### config.mk
export PLATFORM = sky130hd
export DESIGN_NAME = rs7_5_encoder_serial_flat
export DESIGN_NICKNAME = d
export VERILOG_FILES = /design/src/rtl/rs7_5_encoder_serial_pkg.sv /design/src/rtl/rs7_5_encoder_serial_if.sv /design/src/rtl/rs7_5_encoder_serial_gf8_mul_const.sv /design/src/rtl/rs7_5_encoder_serial.sv /design/src/flat_wrapper.sv
export SDC_FILE = /design/constraint.sdc
export NUM_CORES = 1
export LEC_CHECK = 0
export CAP_MARGIN = 40
export CORE_MARGIN = 4
export CORE_UTILIZATION = 49
export CTS_BUF_LIST = sky130_fd_sc_hd__clkbuf_4
export DETAILED_ROUTE_END_ITERATION = 10
export PLACE_DENSITY = 0.79
export REMOVE_ABC_BUFFERS = 1
export SYNTH_ARGS = -nofsm -noshare
export SYNTH_HDL_FRONTEND = slang
export SYNTH_SLANG_ARGS = --single-unit
export TNS_END_PERCENT = 50
### constraint.sdc
create_clock -name clk -period 1.57 [get_ports clk]
set_input_delay 0.314 -clock clk [delete_from_list [all_inputs] [get_ports clk]]
set_output_delay 0.314 -clock clk [all_outputs]
set_load 0.005 [all_outputs]
### src/rtl/rs7_5_encoder_serial_pkg.sv
// Shared GF(8) definitions for the lpGBT RS(7,5) encoder.
// Field is GF(2^3) with primitive polynomial x^3+x+1.
package lpgbt_rs_pkg;

  localparam int SYM_W    = 3;
  localparam int N_DATA   = 5;
  localparam int N_PARITY = 2;

  localparam logic [3:0] GF8_POLY = 4'b1011;
  localparam logic [2:0] G1 = 3'd6;
  localparam logic [2:0] G0 = 3'd3;

  typedef logic [2:0] sym_t;

  typedef enum logic {
    DATA,
    PAR
  } state_t;

  function automatic sym_t gf8_mul(sym_t a, sym_t b);
    sym_t p;
    sym_t t;
    p = '0;
    t = a;
    for (int i = 0; i < 3; i++) begin
      if (b[i]) p = p ^ t;
      t = {t[1:0], 1'b0} ^ (t[2] ? GF8_POLY[2:0] : 3'b000);
    end
    return p;
  endfunction

endpackage

### src/rtl/rs7_5_encoder_serial_if.sv
// Symbol handshake bundle for the RS(7,5) encoder.
// Upstream drives the master side, the encoder sits on the slave side.
interface rs7_5_encoder_serial_if;
  import lpgbt_rs_pkg::*;

  logic in_valid;
  logic in_ready;
  sym_t in_symbol;
  logic out_valid;
  logic out_ready;
  sym_t out_symbol;
  logic out_first;
  logic out_last;

  modport master (
    output in_valid, in_symbol, out_ready,
    input  in_ready, out_valid, out_symbol,
    input  out_first, out_last
  );

  modport slave (
    input  in_valid, in_symbol, out_ready,
    output in_ready, out_valid, out_symbol,
    output out_first, out_last
  );

endinterface

### src/rtl/rs7_5_encoder_serial_gf8_mul_const.sv
// Combinational GF(8) multiply by a constant.
// Folds into a pure XOR network once K is fixed.
module gf8_mul_const
  import lpgbt_rs_pkg::*;
#(
  parameter sym_t K = 3'd1
) (
  input  sym_t a,
  output sym_t y
);

  assign y = gf8_mul(a, K);

endmodule

### src/rtl/rs7_5_encoder_serial.sv
// Symbol-serial systematic RS(7,5) encoder over GF(8).
// Forwards 5 data symbols, then appends parity P1, P0.
module rs7_5_encoder_serial
  import lpgbt_rs_pkg::*;
#(
  parameter int SYM_W    = 3,
  parameter int N_DATA   = 5,
  parameter int N_PARITY = 2
) (
  input logic clk,
  input logic rst_n,
  rs7_5_encoder_serial_if.slave bus
);

  if (SYM_W != 3) begin : g_bad_sym_w
    $error("rs7_5_encoder_serial: SYM_W must be 3");
  end

  state_t state;
  logic [2:0] idx;
  logic pidx;
  sym_t r1, r0;
  sym_t f, f_g1, f_g0;
  logic adv, in_xfer;

  logic ov, ofirst, olast;
  sym_t osym;

  assign adv = !ov || bus.out_ready;
  assign bus.in_ready = (state == DATA) && adv;
  assign in_xfer = bus.in_valid && bus.in_ready;

  assign f = bus.in_symbol ^ r1;

  gf8_mul_const #(.K(G1)) u_mul_g1 (.a(f), .y(f_g1));
  gf8_mul_const #(.K(G0)) u_mul_g0 (.a(f), .y(f_g0));

  assign bus.out_valid  = ov;
  assign bus.out_symbol = osym;
  assign bus.out_first  = ofirst;
  assign bus.out_last   = olast;

  always_ff @(posedge clk or negedge rst_n) begin
    if (!rst_n) begin
      state  <= DATA;
      idx    <= '0;
      pidx   <= 1'b0;
      r1     <= '0;
      r0     <= '0;
      ov     <= 1'b0;
      ofirst <= 1'b0;
      olast  <= 1'b0;
      osym   <= '0;
    end else begin
      unique case (state)
        DATA: begin
          if (in_xfer) begin
            r1     <= r0 ^ f_g1;
            r0     <= f_g0;
            osym   <= bus.in_symbol;
            ov     <= 1'b1;
            ofirst <= (idx == 3'd0);
            olast  <= 1'b0;
            if (idx == 3'(N_DATA - 1)) begin
              state <= PAR;
              pidx  <= 1'b0;
            end else begin
              idx <= idx + 3'd1;
            end
          end else if (adv) begin
            ov <= 1'b0;
          end
        end
        PAR: begin
          if (adv) begin
            // Parity leaves MSB first; the LFSR shifts toward r1.
            osym   <= r1;
            r1     <= r0;
            r0     <= '0;
            ov     <= 1'b1;
            ofirst <= 1'b0;
            olast  <= (pidx == 1'(N_PARITY - 1));
            if (pidx == 1'(N_PARITY - 1)) begin
              state <= DATA;
              idx   <= '0;
            end else begin
              pidx <= pidx + 1'b1;
            end
          end
        end
        default: state <= DATA;
      endcase
    end
  end

endmodule

### src/flat_wrapper.sv
// flat-port wrapper written by rule: the top's interface ports become plain ports
module rs7_5_encoder_serial_flat import lpgbt_rs_pkg::*;
#(
  parameter int SYM_W    = 3,
  parameter int N_DATA   = 5,
  parameter int N_PARITY = 2
)
  (clk, rst_n, bus_in_valid, bus_in_symbol, bus_out_ready, bus_in_ready, bus_out_valid, bus_out_symbol, bus_out_first, bus_out_last);
  rs7_5_encoder_serial_if bus_i ();
  input logic clk;
  input logic rst_n;
  input wire logic [$bits(bus_i.in_valid)-1:0] bus_in_valid;
  input wire logic [$bits(bus_i.in_symbol)-1:0] bus_in_symbol;
  input wire logic [$bits(bus_i.out_ready)-1:0] bus_out_ready;
  output wire logic [$bits(bus_i.in_ready)-1:0] bus_in_ready;
  output wire logic [$bits(bus_i.out_valid)-1:0] bus_out_valid;
  output wire logic [$bits(bus_i.out_symbol)-1:0] bus_out_symbol;
  output wire logic [$bits(bus_i.out_first)-1:0] bus_out_first;
  output wire logic [$bits(bus_i.out_last)-1:0] bus_out_last;
  assign bus_i.in_valid = bus_in_valid;
  assign bus_i.in_symbol = bus_in_symbol;
  assign bus_i.out_ready = bus_out_ready;
  assign bus_in_ready = bus_i.in_ready;
  assign bus_out_valid = bus_i.out_valid;
  assign bus_out_symbol = bus_i.out_symbol;
  assign bus_out_first = bus_i.out_first;
  assign bus_out_last = bus_i.out_last;
  rs7_5_encoder_serial #(.SYM_W(SYM_W), .N_DATA(N_DATA), .N_PARITY(N_PARITY)) u_core (.clk(clk), .rst_n(rst_n), .bus(bus_i));
endmodule
# Word level (Yosys, flattened, before mapping)
# Index checks and enable logic that the tools add are counted.
[totals] register_bits=17 in_bits=7 wordCells=69
[op_classes] addsub=2 n_eq_ne=7 muxes=35 n_bitwise=7 n_reduce_logical=9
[ops] cell="$mux 3" n=10
[ops] cell="$pmux 3 s2" n=4
[ops] cell="$xor 3x3->3" n=5
[ops] cell="$mux 1" n=14
[ops] cell="$pmux 1 s2" n=5
[ops] cell="$ne 2x2->1 const B" n=4
[ops] cell="$mux 2" n=2
[ops] cell="$reduce_and 2->1" n=2
[ops] cell="$reduce_and 4->1" n=1
[ops] cell="$add 3x1->3 const B" n=1
[ops] cell="$eq 3x3->1 const B" n=1
[ops] cell="$logic_not 3->1" n=1
[ops] cell="$ne 3x1->1 const B" n=1
[ops] cell="$reduce_and 3->1" n=1
[ops] cell="$xor 3x2->3" n=1
[ops] cell="$logic_and 1x1->1" n=2
[ops] cell="$ne 2x1->1 const B" n=1
[ops] cell="$add 1x1->1 const B" n=1
[ops] cell="$logic_not 1->1" n=1
[ops] cell="$logic_or 1x1->1" n=1
[ops] cell="$not 1->1" n=1

# Longest topological paths before layout
# Gate-level depths: netlist (run 1).
[logic_depth] word_depth=9 depth_mapped=6 ltp_nobuf=6

# By module
# Synthesis (run 1) repeated with hierarchy kept, for this count alone.
[hier_totals] hier_cells=77 area_unflattened_um2=929.6
[by_module_without_submodules] mod="rs7_5_encoder_serial" n_inst=1 cells_per_inst=71 area_per_inst_um2=847.1 seq_area_each_um2=425.4
[by_module_without_submodules] mod="gf8_mul_const" n_inst=2 cells_per_inst=3 area_per_inst_um2=41.3 seq_area_each_um2=0.0

# Worst setup path after synthesis (run 1)
# No wires, ideal clock.
[synth_timing] path_kind="register to register" start="reg u_core.r1[2]" end="reg u_core.r1[2]" setup_ps=137 arrival_time_ps=1318 t_required_ps=1433 path_slack_ps=115 stages_incl_launch_ff=5 n_path_buf=0 period_less_slack_ps=1455 cell_sequence="dfrtp_1 xor2_2 xnor3_1 o211ai_1 o311ai_1"
[synth_via] elab_chain_len=8
[synth_lines] item="start, declared" line="rs7_5_encoder_serial.sv:22" text="sym_t r1, r0;"
[synth_lines] item="start signal, assigned" line="rs7_5_encoder_serial.sv:58" text="r1 <= r0 ^ f_g1;"
[synth_lines] item="start signal, assigned" line="rs7_5_encoder_serial.sv:78" text="r1 <= r0;"
[synth_lines] item="$xor 3x3->3" line="rs7_5_encoder_serial.sv:33" text="assign f = bus.in_symbol ^ r1;"
[synth_lines] item="$mux 2" line="rs7_5_encoder_serial_pkg.sv:27" text="t = {t[1:0], 1'b0} ^ (t[2] ? GF8_POLY[2:0] : 3'b000);"
[synth_lines] item="$xor 3x3->3" line="rs7_5_encoder_serial_pkg.sv:27"
[synth_lines] item="$xor 3x2->3" line="rs7_5_encoder_serial_pkg.sv:27"
[synth_lines] item="$xor 3x3->3" line="rs7_5_encoder_serial_pkg.sv:26" text="if (b[i]) p = p ^ t;"
[synth_lines] item="$xor 3x3->3" line="rs7_5_encoder_serial.sv:58"
[synth_lines] item="$mux 3" line="rs7_5_encoder_serial.sv:57" text="if (in_xfer) begin"
[synth_lines] item="$pmux 3 s2" line="rs7_5_encoder_serial.sv:55" text="unique case (state)"
# No other way between the ends. The select of a mux whose other input is x is not followed.
# A chain may end at the register's enable or synchronous reset.

# Worst setup path after layout (run 1)
[layout_timing] start="in bus_in_symbol[1]" end="reg u_core.r1[1]"
[layout_via] elab_chain_len=8
[layout_lines] item="start, declared" line="flat_wrapper.sv:13" text="input wire logic [$bits(bus_i.in_symbol)-1:0] bus_in_symbol;"
[layout_lines] item="$xor 3x3->3" line="rs7_5_encoder_serial.sv:33"
[layout_lines] item="$xor 3x3->3" line="rs7_5_encoder_serial_pkg.sv:27"
[layout_lines] item="$mux 2" line="rs7_5_encoder_serial_pkg.sv:27"
[layout_lines] item="$xor 3x2->3" line="rs7_5_encoder_serial_pkg.sv:27"
[layout_lines] item="$xor 3x3->3" line="rs7_5_encoder_serial_pkg.sv:26"
[layout_lines] item="$xor 3x3->3" line="rs7_5_encoder_serial.sv:58"
[layout_lines] item="$mux 3" line="rs7_5_encoder_serial.sv:57"
[layout_lines] item="$pmux 3 s2" line="rs7_5_encoder_serial.sv:55"
# No other way between the ends. The select of a mux whose other input is x is not followed.

==> results of run 1 <==
-- power groups by stage --
stage	sequential, mW	clock [mW]	combinational (mW)
floorplan	0.825	0	0.631
global placement	0.815	0	1.10
detailed placement	0.834	0	1.18
CTS	0.826	0.254	1.19
global route	0.892	0.271	1.38
finish	0.855	0.246	1.25
-- final cells by class --
type	count	area, um2	area share
clock inverters	1	5.005	0.003949
well taps	25	31.28	0.02468
repair buffers	31	266.5	0.2103
clock buffers	3	22.52	0.01777
multi-input cells	70	500.5	0.3949
flip-flops and latches	17	426.7	0.3366
inverters	4	15.01	0.01185
-- state kept, by name (all words and copies together), names as in the netlist --
| signal | count |
|---|---|
| u_core.bus.out_symbol | 3 |
| u_core.idx | 3 |
| u_core.r0 | 3 |
| u_core.r1 | 3 |
| u_core.bus.out_first | 1 |
| u_core.bus.out_last | 1 |
| u_core.bus.out_valid | 1 |
| u_core.pidx | 1 |
| u_core.state | 1 |
-- through the flow --
step / std cells / setup slack, ns
after floorplan: 91 / 0.1146
after global placement: 146 / -0.2744
after detailed placement: 146 / -0.3642
after global routing: 151 / -0.08548
final: 151 / -0.05369
after CTS: 150 / -0.05008
-- how the worst min path moves through the flow --
stage                                               from  slack [ns]                                    to  cells past startpoint
floorplan                                          rst_n        0.02      u_core.bus.out_first$_DFFE_PN0P_                      0
global placement    u_core.bus.out_symbol[2]$_DFFE_PN0P_        0.46  u_core.bus.out_symbol[2]$_DFFE_PN0P_                      2
detailed placement      u_core.bus.out_first$_DFFE_PN0P_        0.48      u_core.bus.out_first$_DFFE_PN0P_                      2
CTS                                                rst_n        0.32  u_core.bus.out_symbol[0]$_DFFE_PN0P_                      2
global route                                       rst_n        0.34               u_core.pidx$_DFFE_PN0P_                      2
finish                                             rst_n        0.32               u_core.pidx$_DFFE_PN0P_                      2
-- critical path, delay by kind of cell --
family	cells	cell delay (ns)
XOR/XNOR	1	0.25
buffers and inverters	2	0.69
AO/OA/AOI/OAI	2	0.30
AND/OR/NAND/NOR	1	0.25
-- per-layer routing --
metal / up-vias / track usage / routed length [um]
li1: 396 / - / -
met1: 408 / 0.2104 / 895
met2: 23 / 0.3670 / 1311
met3: 9 / 0.03207 / 87
met4: 0 / 0.1092 / 68
met5: - / 0 / 0
-- what timing repair did --
item                                    CTS  global route
hold endpoints to repair                  0             0
pin swaps                                 0             5
endpoints found under the setup margin    3             3
resized for setup                         2             9
setup buffers                             0             1
-- placed cells by master (no fill, tap or decap), types with 2 or more instances in the layout --
cell,netlist,final
a21oi_1,3,3
buf_4,0,17
clkbuf_4,0,3
clkdlybuf4s50_1,0,11
dfrtp_1,17,16
ha_1,2,2
inv_1,4,4
mux2i_1,4,4
nand2_1,13,13
nand2b_1,3,3
nand3_1,2,2
nor2_1,6,6
o211ai_1,2,2
o21ai_0,14,14
xnor3_1,2,2
xor2_1,2,2
-- cell families after synthesis --
kind of cell,count (synthesis),synth area share
XOR/XNOR,7,0.1049
flip-flops,17,0.4632
multiplexers,4,0.04360
AND/OR/NAND/NOR,29,0.1444
adder cells (fa/ha/maj),2,0.02724
AO/OA/AOI/OAI,28,0.1880
buffers and inverters,7,0.02860
==> flow_metrics.env, run 1 <==
export IMPL_worstPathCellList="clkdlybuf4s50_1 -> buf_4 -> xnor3_1 -> or2_0 -> a211oi_2 -> a311oi_1"
export IMPL_fp_dieH_um=51.29
export IMPL_fin_setup_tns_ns=-0.05369
export IMPL_drv_cap=0
export IMPL_syn_inst=94
export IMPL_drive_gt1_frac=0.2381
export IMPL_synth_edf_count=0
export IMPL_drt_wl_total_um=2362
export IMPL_p_int_mw=1.425
export IMPL_status="finished, violations left"
export IMPL_yosysTopAreaCell="dfrtp_1"
export IMPL_finalCritPeriodShare=1.034
export IMPL_p_sw_mw=0.9267
export IMPL_yosysTopAreaCellShare=0.4632
export IMPL_rows=15
export IMPL_grt_max_degree=18
export IMPL_fin_ws_ns=-0.05369
export IMPL_crit_path_end_kind="flop"
export IMPL_max_slew_margin=0.6857
export IMPL_cts_buffers=3
export IMPL_area_growth_syn_to_layout_pct=38.01
export IMPL_switching_share=0.3940
export IMPL_drt_iter0_drc=43
export IMPL_peakVddDrop_mv=0.9833
export IMPL_hpwl_um=1720
export IMPL_clockBufferDepth=2
export IMPL_syn_area_per_cell_um2=9.770
export IMPL_die_area_mm2=0.002631
export IMPL_crit_path_max_incr_delay_ns=0.54
export IMPL_r2r_cells=4
export IMPL_r2r_slack_ns=0.02
export IMPL_violations="setup timing"
export IMPL_synthTopCellsByCount="dfrtp_1, o21ai_0, nand2_1"
export IMPL_insertion_delay_ns=0.30
export IMPL_cts_reportedPaths_clkPinSlew_ns=0.11
export IMPL_worstSetupStartpoint="bus_in_symbol[1]"
export IMPL_yosysWarnings=0
export IMPL_cp_data_required_time_ns=1.75
export IMPL_synth_seq_area_share=0.4632
export IMPL_n_antenna_cell=0
export IMPL_drv_slew=0
export IMPL_pin_count=14
export IMPL_synth_cell_types=31
export IMPL_cp_slowest_cell="clkdlybuf4s50_1"
export IMPL_coreArea_mm2=0.001745
export IMPL_comb_power_share=0.532
export IMPL_finalSetupViolCount=1
export IMPL_min_path_type="primary input to async pin"
export IMPL_wire_per_inst_um=15.64
export IMPL_rr_startpoint="u_core.r1[0]$_DFFE_PN0P_"
export IMPL_hold_viol_final=0
export IMPL_rr_endpoint="u_core.r1[1]$_DFFE_PN0P_"
export IMPL_p_clk_frac=0.105
export IMPL_nFillCells=135
export IMPL_initial_core_util=0.5262
export IMPL_port_buffers=13
export IMPL_h_tree_depth=1
export IMPL_route_detailed_drc=0
export IMPL_endpoint="u_core.r1[1]$_DFFE_PN0P_"
export IMPL_vias=836
export IMPL_cp_max_fo=3
export IMPL_power_mw=2.352
export IMPL_ys_async_sr_fraction=1.000
export IMPL_synth_main_ff_cell="dfrtp_1"
export IMPL_dieWidth_um=51.29
export IMPL_period_needed_ns=1.624
export IMPL_finalCoreUtilization=0.7262
export IMPL_final_area_mm2=0.001267
export IMPL_worst_pin_slew_ns=0.4683
export IMPL_max_freq_ghz=0.6159
export IMPL_place_area_mm2=0.001196
export IMPL_clock_skew_ns=0.005980
export IMPL_netlist_top_cells_area="dfrtp_1, o21ai_0, nand2_1"
export IMPL_grt_pass1_vias=840
export IMPL_start_kind="primary input"
export IMPL_gp_congestion=0.8391
export IMPL_worst_ep_arrival_time_ns=1.80
export IMPL_dr_pass1_iters=4
export IMPL_rsz0062_at_grt="yes"
export IMPL_nNetsFinal=136
export IMPL_ant_nets=0
export IMPL_gr_total_overflow=0
export IMPL_synthesis_area_um2=918.4
export IMPL_grt_pass1_wl_um=3698
export IMPL_antenna_found_initial=0
export IMPL_cellLeakagePower_nw=0.5835
export IMPL_critPathKind="primary input to flop"
export IMPL_ys_seq_elements=17
export IMPL_cts_hold_buf=0
export IMPL_power_density_mw_per_mm2=1856
export IMPL_grt_util_all_layers=0.1979
export IMPL_pwr_share_seq=0.363
export IMPL_yosysMostFrequentCell="dfrtp_1"
export IMPL_root_buffer="clkbuf_4"
export IMPL_cts_sinks=17
export IMPL_via_per_inst=5.536
export IMPL_hold_ws_ns=0.3188
export IMPL_cts_tree="done"
(Power assumes the default switching activity.)
==> run 2, diff against run 1 <==
- CORE_UTILIZATION: 49 -> 54
- PLACE_DENSITY: 0.79 -> 0.83
- clock period: 1.57 -> 1.7 ns (I/O delays scaled with it)
==> run 2 against run 1 <==
Against the previous run:
- the flow now finishes without violations
- register-to-register slack better by 0.03 ns
- clock power down 6%
- clock skew down 0.0018 ns
- non-clock buffer count down 7
- flip-flop and latch count unchanged
- sequential share of layout area up 2.5 points
- largest cell class unchanged
==> flow_metrics.env, run 2 (synthesis gave the netlist of run 1 again) <==
export IMPL_status="finished clean"
export IMPL_grt_max_degree=18
export IMPL_mostFrequentLayoutCell="dfrtp_1"
export IMPL_antenna_found_initial=0
export IMPL_clock_skew_ns=0.004133
export IMPL_cts_sinks=17
export IMPL_worst_ep_arrival_time_ns=1.81
export IMPL_nNetsFinal=129
export IMPL_cts_buffers=3
export IMPL_hpwl_um=1491
export IMPL_drive_gt1_frac=0.1597
export IMPL_dieWidth_um=49.24
export IMPL_crit_path_end_kind="flop"
export IMPL_coreArea_mm2=0.001559
export IMPL_hold_ws_ns=0.3676
export IMPL_nFillCells=110
export IMPL_multi_input_area_um2=473.0
export IMPL_power_mw=2.032
export IMPL_critPathKind="flop to flop"
export IMPL_rr_startpoint="u_core.r1[1]$_DFFE_PN0P_"
export IMPL_worst_pin_slew_ns=0.4281
export IMPL_post_cts_buffers=0
export IMPL_dr_pass1_iters=4
export IMPL_area_growth_syn_to_layout_pct=28.20
export IMPL_hold_viol_final=0
export IMPL_wire_per_inst_um=15.37
export IMPL_finalCritPeriodShare=0.9726
export IMPL_cellLeakagePower_nw=0.5372
export IMPL_period_needed_ns=1.653
export IMPL_n_antenna_cell=0
export IMPL_vias=788
export IMPL_port_buffers=13
export IMPL_cts_hold_buf=0
export IMPL_via_per_inst=5.837
export IMPL_gr_total_overflow=0
export IMPL_cp_data_required_time_ns=1.86
export IMPL_drv_slew=0
export IMPL_grt_util_all_layers=0.1843
export IMPL_h_tree_depth=1
export IMPL_cts_tree="done"
export IMPL_initial_core_util=0.5891
export IMPL_ant_nets=0
export IMPL_drt_wl_total_um=2075
export IMPL_finalSetupViolCount=0
export IMPL_pre_cts_slack_ns=-0.2472
export IMPL_rr_endpoint="u_core.r1[2]$_DFFE_PN0P_"
export IMPL_grt_pass1_wl_um=3443
export IMPL_root_buffer="clkbuf_4"
export IMPL_fin_ws_ns=0.04650
export IMPL_r2r_slack_ns=0.05
export IMPL_cts_reportedPaths_clkPinSlew_ns=0.10
export IMPL_cp_max_fo=6
export IMPL_clockBufferDepth=2
export IMPL_seqCellArea_um2=425.4
export IMPL_max_freq_ghz=0.6048
export IMPL_fp_dieH_um=49.24
export IMPL_r2r_cells=4
export IMPL_route_detailed_drc=0
export IMPL_max_slew_margin=0.7116
export IMPL_start_kind="flop"
export IMPL_peakVddDrop_mv=0.9822
export IMPL_min_path_type="primary input to async pin"
export IMPL_die_area_mm2=0.002425
export IMPL_power_density_mw_per_mm2=1726
export IMPL_rows=14
export IMPL_drt_iter0_drc=13
export IMPL_grt_pass1_vias=815
export IMPL_gp_congestion=0.7583
export IMPL_final_cell_mix="dfrtp_1, o21ai_0, nand2_1, clkdlybuf4s50_1, buf_4"
export IMPL_insertion_delay_ns=0.28
export IMPL_drv_cap=0
export IMPL_pin_count=14
==> run 2: stage by stage <==
stage                 util   TNS, ns  std cells  cell area [um2]
finish              0.7552         0        135             1177
global route        0.7552  -0.03039        135             1177
CTS                 0.7496         0        135             1169
detailed placement  0.7311   -0.8761        131             1140
global placement    0.7311   -0.5296        131             1140
floorplan                -         0         91            907.1
==> run 2: area by class of cell <==
class,instances,share of cell area
inverters,4,0.01275
well taps,16,0.01700
multi-input cells,70,0.4017
repair buffers,24,0.1817
clock buffers,4,0.02550
flip-flops and latches,17,0.3613
==> run 2: repair_timing <==
action / in CTS / in global routing
setup endpoints to repair: 1 / 1
gates resized for setup: 1 / 3
gates cloned: 0 / 0
pin swaps: 0 / 1
==> run 2: routing by layer <==
| layer | share of wire | track usage | wire, um | vias to the layer above |
|---|---|---|---|---|
| met2 | 0.49 | 0.3192 | 1011 | 26 |
| met1 | 0.44 | 0.2143 | 909 | 375 |
| met5 | 0 | 0 | 0 | - |
| met4 | 0.031 | 0.09479 | 65 | 0 |
| li1 | - | - | - | 379 |
| met3 | 0.043 | 0.03364 | 89 | 8 |
==> run 2: how the worst max path moves through the flow <==
stage | from | to | slack [ns] | depth (start not counted)
after floorplan | u_core.r1[2]$_DFFE_PN0P_ | u_core.r1[2]$_DFFE_PN0P_ | 0.24 | 4
after global placement | bus_in_symbol[2] | u_core.r1[2]$_DFFE_PN0P_ | -0.19 | 5
after detailed placement | bus_in_symbol[0] | u_core.r1[1]$_DFFE_PN0P_ | -0.25 | 5
after CTS | bus_in_symbol[0] | u_core.r1[1]$_DFFE_PN0P_ | 0.06 | 5
after global routing | u_core.r1[1]$_DFFE_PN0P_ | u_core.r1[2]$_DFFE_PN0P_ | -0.03 | 4
final | u_core.r1[1]$_DFFE_PN0P_ | u_core.r1[2]$_DFFE_PN0P_ | 0.05 | 4
==> run 2: report_power, final <==
part	switching [mW]	internal [mW]
Combinational	0.458	0.555
Sequential	0.200	0.589
Clock	0.124	0.107
==> run 2: critical path, cell delays in order, from the launching register on <==
cell and delay (ns):
dfrtp_1 0.48, xnor2_1 0.33, xnor3_1 0.42, o211ai_1 0.17
o311ai_1 0.12
==> run 3, diff against run 2 <==
- REMOVE_ABC_BUFFERS: 1 -> default
- clock period: 1.7 -> 1.8 ns (I/O delays scaled with it)
==> run 3 against run 2 <==
Against the previous run:
- highest routed layer unchanged
- non-clock buffer count decreased by 2
- power shrank 6.0%
- setup slack better by 0.073 ns
- critical path depth rose by 2
- combinational power shrank 6%
- largest power group unchanged
- clock power shrank 6%
- clock skew is 0.00090 ns higher
- via count is 0.25% higher
- global-route usage decreased by 0.19 points
- flip-flop and latch count is the same
- design area down 0.96%
==> flow_metrics.env, run 3 (synthesis gave the netlist of run 1 again) <==
export IMPL_multi_input_area_um2=466.7
export IMPL_drv_slew=0
export IMPL_ant_nets=0
export IMPL_via_per_inst=5.940
export IMPL_cts_tree="done"
export IMPL_port_buffers=13
export IMPL_clockBufferDepth=2
export IMPL_start_kind="primary input"
export IMPL_fin_setup_tns_ns=0
export IMPL_status="finished clean"
export IMPL_finalSetupViolCount=0
export IMPL_wire_per_inst_um=15.62
export IMPL_min_path_type="primary input to async pin"
export IMPL_cp_max_fo=3
export IMPL_power_density_mw_per_mm2=1638
export IMPL_nFillCells=107
export IMPL_hpwl_um=1462
export IMPL_drt_iter0_drc=46
export IMPL_initial_core_util=0.5891
export IMPL_finalCoreUtilization=0.7480
export IMPL_crit_path_end_kind="flop"
export IMPL_rows=14
export IMPL_mostFrequentLayoutCell="dfrtp_1"
export IMPL_finalCritPeriodShare=0.9335
export IMPL_cts_sinks=17
export IMPL_clock_skew_ns=0.005030
export IMPL_antenna_found_initial=0
export IMPL_cts_buffers=3
export IMPL_worst_pin_slew_ns=0.3667
export IMPL_seqCellArea_um2=425.4
export IMPL_cts_reportedPaths_clkPinSlew_ns=0.10
export IMPL_final_cell_mix="dfrtp_1, o21ai_0, nand2_1, clkdlybuf4s50_1, buf_4"
export IMPL_critPathKind="primary input to flop"
export IMPL_cellLeakagePower_nw=0.5232
export IMPL_root_buffer="clkbuf_4"
export IMPL_coreArea_mm2=0.001559
export IMPL_fp_dieH_um=49.24
export IMPL_pin_count=14
export IMPL_peakVddDrop_mv=0.9169
export IMPL_drive_gt1_frac=0.1282
export IMPL_numPlacedInstances=129
export IMPL_drv_cap=0
export IMPL_rsz0062_at_grt="no"
export IMPL_period_needed_ns=1.680
export IMPL_max_freq_ghz=0.5951
export IMPL_max_slew_margin=0.7529
export IMPL_n_antenna_cell=0
export IMPL_instances_no_fill=133
export IMPL_hold_viol_final=0
export IMPL_grt_pass1_vias=772
export IMPL_insertion_delay_ns=0.29
export IMPL_pre_cts_slack_ns=-0.1379
export IMPL_gp_congestion=0.8041
export IMPL_worst_ep_arrival_time_ns=1.84
export IMPL_grt_pass1_wl_um=3484
export IMPL_nNetsFinal=127
export IMPL_hold_ws_ns=0.3784
export IMPL_synth_net_count=103
export IMPL_gr_total_overflow=0
export IMPL_grt_util_all_layers=0.1825
export IMPL_cts_hold_buf=0
export IMPL_drt_wl_total_um=2077
export IMPL_cp_data_required_time_ns=1.96
export IMPL_dieWidth_um=49.24
export IMPL_fin_ws_ns=0.1196
export IMPL_die_area_mm2=0.002425
export IMPL_route_detailed_drc=0
export IMPL_vias=790
export IMPL_h_tree_depth=1
export IMPL_dr_pass1_iters=4
export IMPL_area_growth_syn_to_layout_pct=26.98
export IMPL_grt_max_degree=18
==> run 3: changes by cell type in the layout (fill, tap and decap cells not counted) <==
cell             delta
buf_12              +1
dlymetal6s2s_1      -1
xnor3_1             +1
a211oi_2            -1
buf_4               -3
clkdlybuf4s50_1     +1
xnor3_2             -1
a211oi_1            +1
==> run 3: layout make-up <==
cell class / instances / area share
multi-input combinational: 70 / 0.4002
sequential: 17 / 0.3648
inverter: 4 / 0.01288
timing repair buffer: 22 / 0.1792
tap: 16 / 0.01717
clock buffer: 4 / 0.02575
==> run 3: layer usage <==
metal  share of wire  GRT usage  vias to the layer above
li1                -          -                      375
met1            0.47     0.2500                      385
met2            0.46     0.2857                       24
met3           0.041    0.03364                        6
met4           0.023    0.06635                        0
met5               0          0                        -
==> run 3: report_power, final <==
part / internal [mW] / switching (mW) / leakage (nW)
combinational: 0.521 / 0.432 / 0.297
sequential: 0.556 / 0.182 / 0.208
clock: 0.101 / 0.116 / 0.0184
==> run 3: per-stage QoR <==
step,area (um2),total power [mW]
detailed placement,1137,1.682
finish,1166,1.910
floorplan,918.4,1.280
global route,1166,2.066
CTS,1166,1.912
global placement,1137,1.632
==> run 3: worst paths after layout <==
kind	cells past startpoint	from	slack (ns)	to
hold reg to reg	2	u_core.bus.out_first$_DFFE_PN0P_	0.49	u_core.bus.out_first$_DFFE_PN0P_
max in group asynchronous	2	rst_n	1.24	u_core.idx[0]$_DFFE_PN0P_
setup / recovery	6	bus_in_symbol[0]	0.12	u_core.r1[2]$_DFFE_PN0P_
min in group clk	2	u_core.bus.out_first$_DFFE_PN0P_	0.49	u_core.bus.out_first$_DFFE_PN0P_
hold / removal	2	rst_n	0.38	u_core.r0[0]$_DFFE_PN0P_
setup reg to reg	5	u_core.state$_DFF_PN0_	0.22	u_core.r1[0]$_DFFE_PN0P_
==> run 3: repair_timing <==
item	CTS	global route
resized for setup	1	0
endpoints found under the setup margin	1	0
buffers inserted	0	0
==> run 3: worst max-delay path: stages <==
cell and delay, ns:
clkdlybuf4s50_1 0.44, buf_4 0.16, xnor2_1 0.27, xnor3_1 0.31, o211ai_1 0.18, o311ai_1 0.12
